===== config.mk =====
export PLATFORM = sky130hd
export DESIGN_NAME = register_file
export DESIGN_NICKNAME = d
export VERILOG_FILES = /design/src/rtl/register_file.sv
export SDC_FILE = /design/constraint.sdc
export NUM_CORES = 2
export LEC_CHECK = 0
export BUFFER_PORTS_ARGS = -buffer_cell sky130_fd_sc_hd__buf_2
export CAP_MARGIN = 20
export CORE_MARGIN = 10
export CORE_UTILIZATION = 50
export CTS_CLUSTER_DIAMETER = 50
export DETAILED_ROUTE_END_ITERATION = 12
export PLACE_DENSITY = 0.77
export SETUP_SLACK_MARGIN = 0.02
export SKIP_LAST_GASP = 1
export SLEW_MARGIN = 20
export SYNTH_ARGS = -nofsm -noshare
export SYNTH_HDL_FRONTEND = slang
export SYNTH_SLANG_ARGS = --single-unit

===== constraint.sdc =====
create_clock -name clk -period 26.7 [get_ports clk]
set_input_delay 1.335 -clock clk [delete_from_list [all_inputs] [get_ports clk]]
set_output_delay 1.335 -clock clk [all_outputs]
set_load 0.01 [all_outputs]

===== src/rtl/register_file.sv =====
// Multi-port register file with per-byte write enables, same-cycle write bypass,
// optional hardwired zero register and a per-register busy scoreboard.
module register_file #(
  parameter int unsigned WIDTH    = 32,
  parameter int unsigned DEPTH    = 16,
  parameter int unsigned ADDR_W   = 4,
  parameter bit          ZERO_REG = 1'b1
) (
  input  logic                clk,
  input  logic                reset,
  input  logic                clr,
  input  logic                we,
  input  logic [ADDR_W-1:0]   waddr,
  input  logic [WIDTH-1:0]    wdata,
  input  logic [WIDTH/8-1:0]  wbe,
  input  logic                issue_en,
  input  logic [ADDR_W-1:0]   issue_addr,
  input  logic [ADDR_W-1:0]   raddr_a,
  output logic [WIDTH-1:0]    rdata_a,
  output logic                busy_a,
  input  logic [ADDR_W-1:0]   raddr_b,
  output logic [WIDTH-1:0]    rdata_b,
  output logic                busy_b
);

  localparam int unsigned NumBytes = WIDTH / 8;

  logic [WIDTH-1:0]  memQ [DEPTH];
  logic [DEPTH-1:0]  busyQ;
  logic [WIDTH-1:0]  byteMask;
  logic              writeValid;
  logic              issueValid;
  logic [ADDR_W-1:0] raddr [2];
  logic [WIDTH-1:0]  rdata [2];
  logic              busy  [2];

  // In range and not the hardwired zero register.
  function automatic logic addrValid(input logic [ADDR_W-1:0] addr);
    return (32'(addr) < DEPTH) && !(ZERO_REG && (addr == '0));
  endfunction

  always_comb begin
    byteMask = '0;
    for (int unsigned i = 0; i < NumBytes; i++) begin
      byteMask[8*i +: 8] = {8{wbe[i]}};
    end
  end

  assign writeValid = we && addrValid(waddr);
  assign issueValid = issue_en && addrValid(issue_addr);

  // Issue is applied after writeback so a same-edge new producer keeps the register busy.
  always_ff @(posedge clk or posedge reset) begin
    if (reset) begin
      for (int unsigned i = 0; i < DEPTH; i++) begin
        memQ[i] <= '0;
      end
      busyQ <= '0;
    end else if (clr) begin
      for (int unsigned i = 0; i < DEPTH; i++) begin
        memQ[i] <= '0;
      end
      busyQ <= '0;
    end else begin
      for (int unsigned i = 0; i < DEPTH; i++) begin
        if (writeValid && (waddr == ADDR_W'(i))) begin
          memQ[i]  <= (memQ[i] & ~byteMask) | (wdata & byteMask);
          busyQ[i] <= 1'b0;
        end
        if (issueValid && (issue_addr == ADDR_W'(i))) begin
          busyQ[i] <= 1'b1;
        end
      end
    end
  end

  assign raddr[0] = raddr_a;
  assign raddr[1] = raddr_b;

  // Bypass stays live during clr but is suppressed while reset is held.
  always_comb begin
    for (int p = 0; p < 2; p++) begin
      rdata[p] = '0;
      busy[p]  = 1'b0;
      if (!reset && addrValid(raddr[p])) begin
        for (int unsigned i = 0; i < DEPTH; i++) begin
          if (raddr[p] == ADDR_W'(i)) begin
            rdata[p] = memQ[i];
            busy[p]  = busyQ[i];
          end
        end
        if (writeValid && (waddr == raddr[p])) begin
          rdata[p] = (rdata[p] & ~byteMask) | (wdata & byteMask);
          busy[p]  = 1'b0;
        end
      end
    end
  end

  assign rdata_a = rdata[0];
  assign busy_a  = busy[0];
  assign rdata_b = rdata[1];
  assign busy_b  = busy[1];

endmodule

==> flow_summary.ini <==
[timing]
finalSetupViolCount = 0
rsz0062_at_grt = false
setup_tns_ps = 0
fmax_mhz = 148
fin_worst_skew_ps = 0
fin_crit_sh_pct = 25.3
min_period_ps = 6750
worstMarginPinSlew_ps = 1310
slew_headroom_pct = 12.4
maxSlewViolCount = 0
hold_viol = 0

[placement]
placed_cells = 4640
hpwl_um = 117000
place.gp.congestion = 1.06
io_buffers = 122

[drt]
drt.antenna.violating_nets = 0
wl_per_cell_um = 37.1
viasPerCell = 7.56
vias = 36100
drc = 0
drt_iter0_markers = 7519
drt_wl_total_um = 178000
dr.pass1.iters = 13

[critical_path]
startpoint_type = input port
path_max_fanout = 53
r2r_slack_ps = 25760
cp_slowest_cell = buf_4
reg2reg_to = busyQ[4]
worst_path_most_repeated_cell = buf_4
crit_path_cell_trace = buf_6, buf_4, inv_1, buf_4, nand2_1, o221ai_1, a21oi_1, a211oi_1, a2111oi_0, buf_2
crit_path_end_kind = output pin
crit_path_max_incr_delay_ps = 640
crit_type = in -> out
worstPathArrival_ps = 5410
critPathRequiredTime_ps = 25360
worstReg2RegStart = busyQ[4]
rr_worst_depth = 3

[power_and_ir_drop]
swShare_pct = 30.7
power_frac_seq_pct = 38.8
power.density_mw_per_mm2 = 58.5
p_leak_nw = 13.9
p_sw_uw = 644
p_comb_share_pct = 12.8
power_frac_clock_pct = 48.5
p_int_mw = 1.45
vdd_drop_max_mv = 0.0618

[synthesis]
yosys_warnings = 0
synth.most_common_cell = nand2_1
syn_area_per_cell_um2 = 8.14
synth_common_cells = nand2_1 (690), a21oi_1 (649), dfrtp_1 (528)
async_flop_share_pct = 100
synth_top_area_share_pct = 40.8
synth_edf_count = 0
yosys.area.top_type = dfrtp_1
ys_types = 83
synth-seq-area-share_pct = 40.8
ys_seq_elements = 528
synth_area_mm2 = 0.0324
syn-instance-count = 3982
synth_area_leaders = dfrtp_1 (41%), a21oi_1 (10%), nand3_1 (8.1%)
synth-main-ff-cell = dfrtp_1
syn_nets = 4039

[clock_tree]
post_cts_buffers = 0
htree_num_levels = 3
clkSinkCount = 528
path_clk_slew_ps = 60
cts.path.max_buffers = 3
cts_resized = 0
cts_tree = built
ctsHoldBuffers = 0
cts_inserted_buffers = 74
cts_root_buf = clkbuf_16
clk-insertion-delay-late_ps = 630

[min_path]
hold_class = reg -> reg
whs_endpoint = memQ[502]
worstHoldStart = memQ[502]
hold_depth = 1

[grt]
grt_pass1_vias = 33400
grt-ovfl-total = 0
grt_pass1_wl_um = 251000
grt_usage_pct = 45.8
antenna_found_initial = 14
grt_max_degree = 149

[outcome]
status = completed

[floorplanning]
core_area_mm2 = 0.0643
chipWidth_um = 275
die_area_mm2 = 0.0754
die_h_um = 275
io_pins = 123
rows = 93
start_util_pct = 50.4

[cells_and_area]
final_cells = 4779
nets = 3918
drive_gt1_share_pct = 12.6
fillers = 5906
areaGrowthSynthToFinish_pct = 10.7

[job]
max_cap_viol_count = 0
[sequential cells by signal, indices dropped and copies added, names as in the netlist]
signal,cells
busyQ,16
memQ,512
[through the flow]
stage          cell area, µm²  hold slack (ps)  power (mW)  util (%)  setup slack (ps)
4_1_cts                 35900              523        2.07      55.7             20150
2_1_floorplan           32400              474       0.968         -             10610
5_1_grt                 35900              543        2.13      55.7             19970
3_5_place_dp            33300              512        1.08      51.8             20150
6_report                35900              526        2.10      55.7             19950
3_3_place_gp            33300              495        1.07      51.8             20280
[layer usage]
metal / part of all wire (%) / wire length [µm] / track usage, %
met1: 36 / 64000 / 59.9
met2: 40 / 70300 / 62.2
met5: 0.058 / 103 / 0
met4: 7.8 / 13900 / 28.0
met3: 16 / 29200 / 18.9
[cell families after synthesis]
logic type / count (synthesis) / synth area share (%)
flops: 528 / 40.8
compound gates: 1260 / 23.5
simple gates: 1564 / 22.0
xor+xnor: 8 / 0.216
mux: 185 / 7.82
buf+inv: 437 / 5.65
[cell type report]
| class | count | area (µm²) | share of cell area (%) |
|---|---|---|---|
| Multi-Input combinational cell | 3017 | 17500 | 48.9 |
| Clock inverter | 38 | 375 | 1.05 |
| Clock buffer | 98 | 2140 | 5.96 |
| Timing Repair Buffer | 223 | 1440 | 4.03 |
| Tap cell | 855 | 1070 | 2.98 |
| Sequential cell | 528 | 13200 | 36.8 |
| Inverter | 17 | 71.3 | 0.199 |
| Antenna cell | 3 | 7.51 | 0.0209 |
[critical path, delay by kind of cell]
kind	cells	cell delay [ps]
buffers and inverters	5	2450
AOI/OAI and AO/OA	4	1130
and+or+nand+nor	1	450
[layout by cell type (no fill, tap or decap), drive strengths merged, types with 61 or more instances in the layout]
cell / instances
nor2b: 67
dfrtp: 528
nand3: 524
clkbuf: 98
nor2: 138
a21oi: 649
mux2i: 86
o21ai: 175
nand2: 690
buf: 223
a22oi: 61
[how the worst max path moves through the flow]
stage	start	slack, ps	to
global placement	raddr_b[0]	20280	rdata_b[15]
detailed placement	raddr_b[0]	20150	rdata_b[15]
finish	raddr_b[0]	19950	rdata_b[15]
CTS	raddr_b[0]	20150	rdata_b[15]
global route	raddr_b[2]	19970	rdata_b[15]
floorplan	reset	10610	busyQ[0]
[power groups by stage]
stage | sequential, mW | clock [mW] | combinational [mW]
finish | 0.813 | 1.02 | 0.268
global route | 0.813 | 1.05 | 0.267
CTS | 0.813 | 1.01 | 0.249
detailed placement | 0.827 | 0 | 0.248
global placement | 0.827 | 0 | 0.248
floorplan | 0.824 | 0 | 0.144
Note: power is estimated with default switching activity, not from simulation.
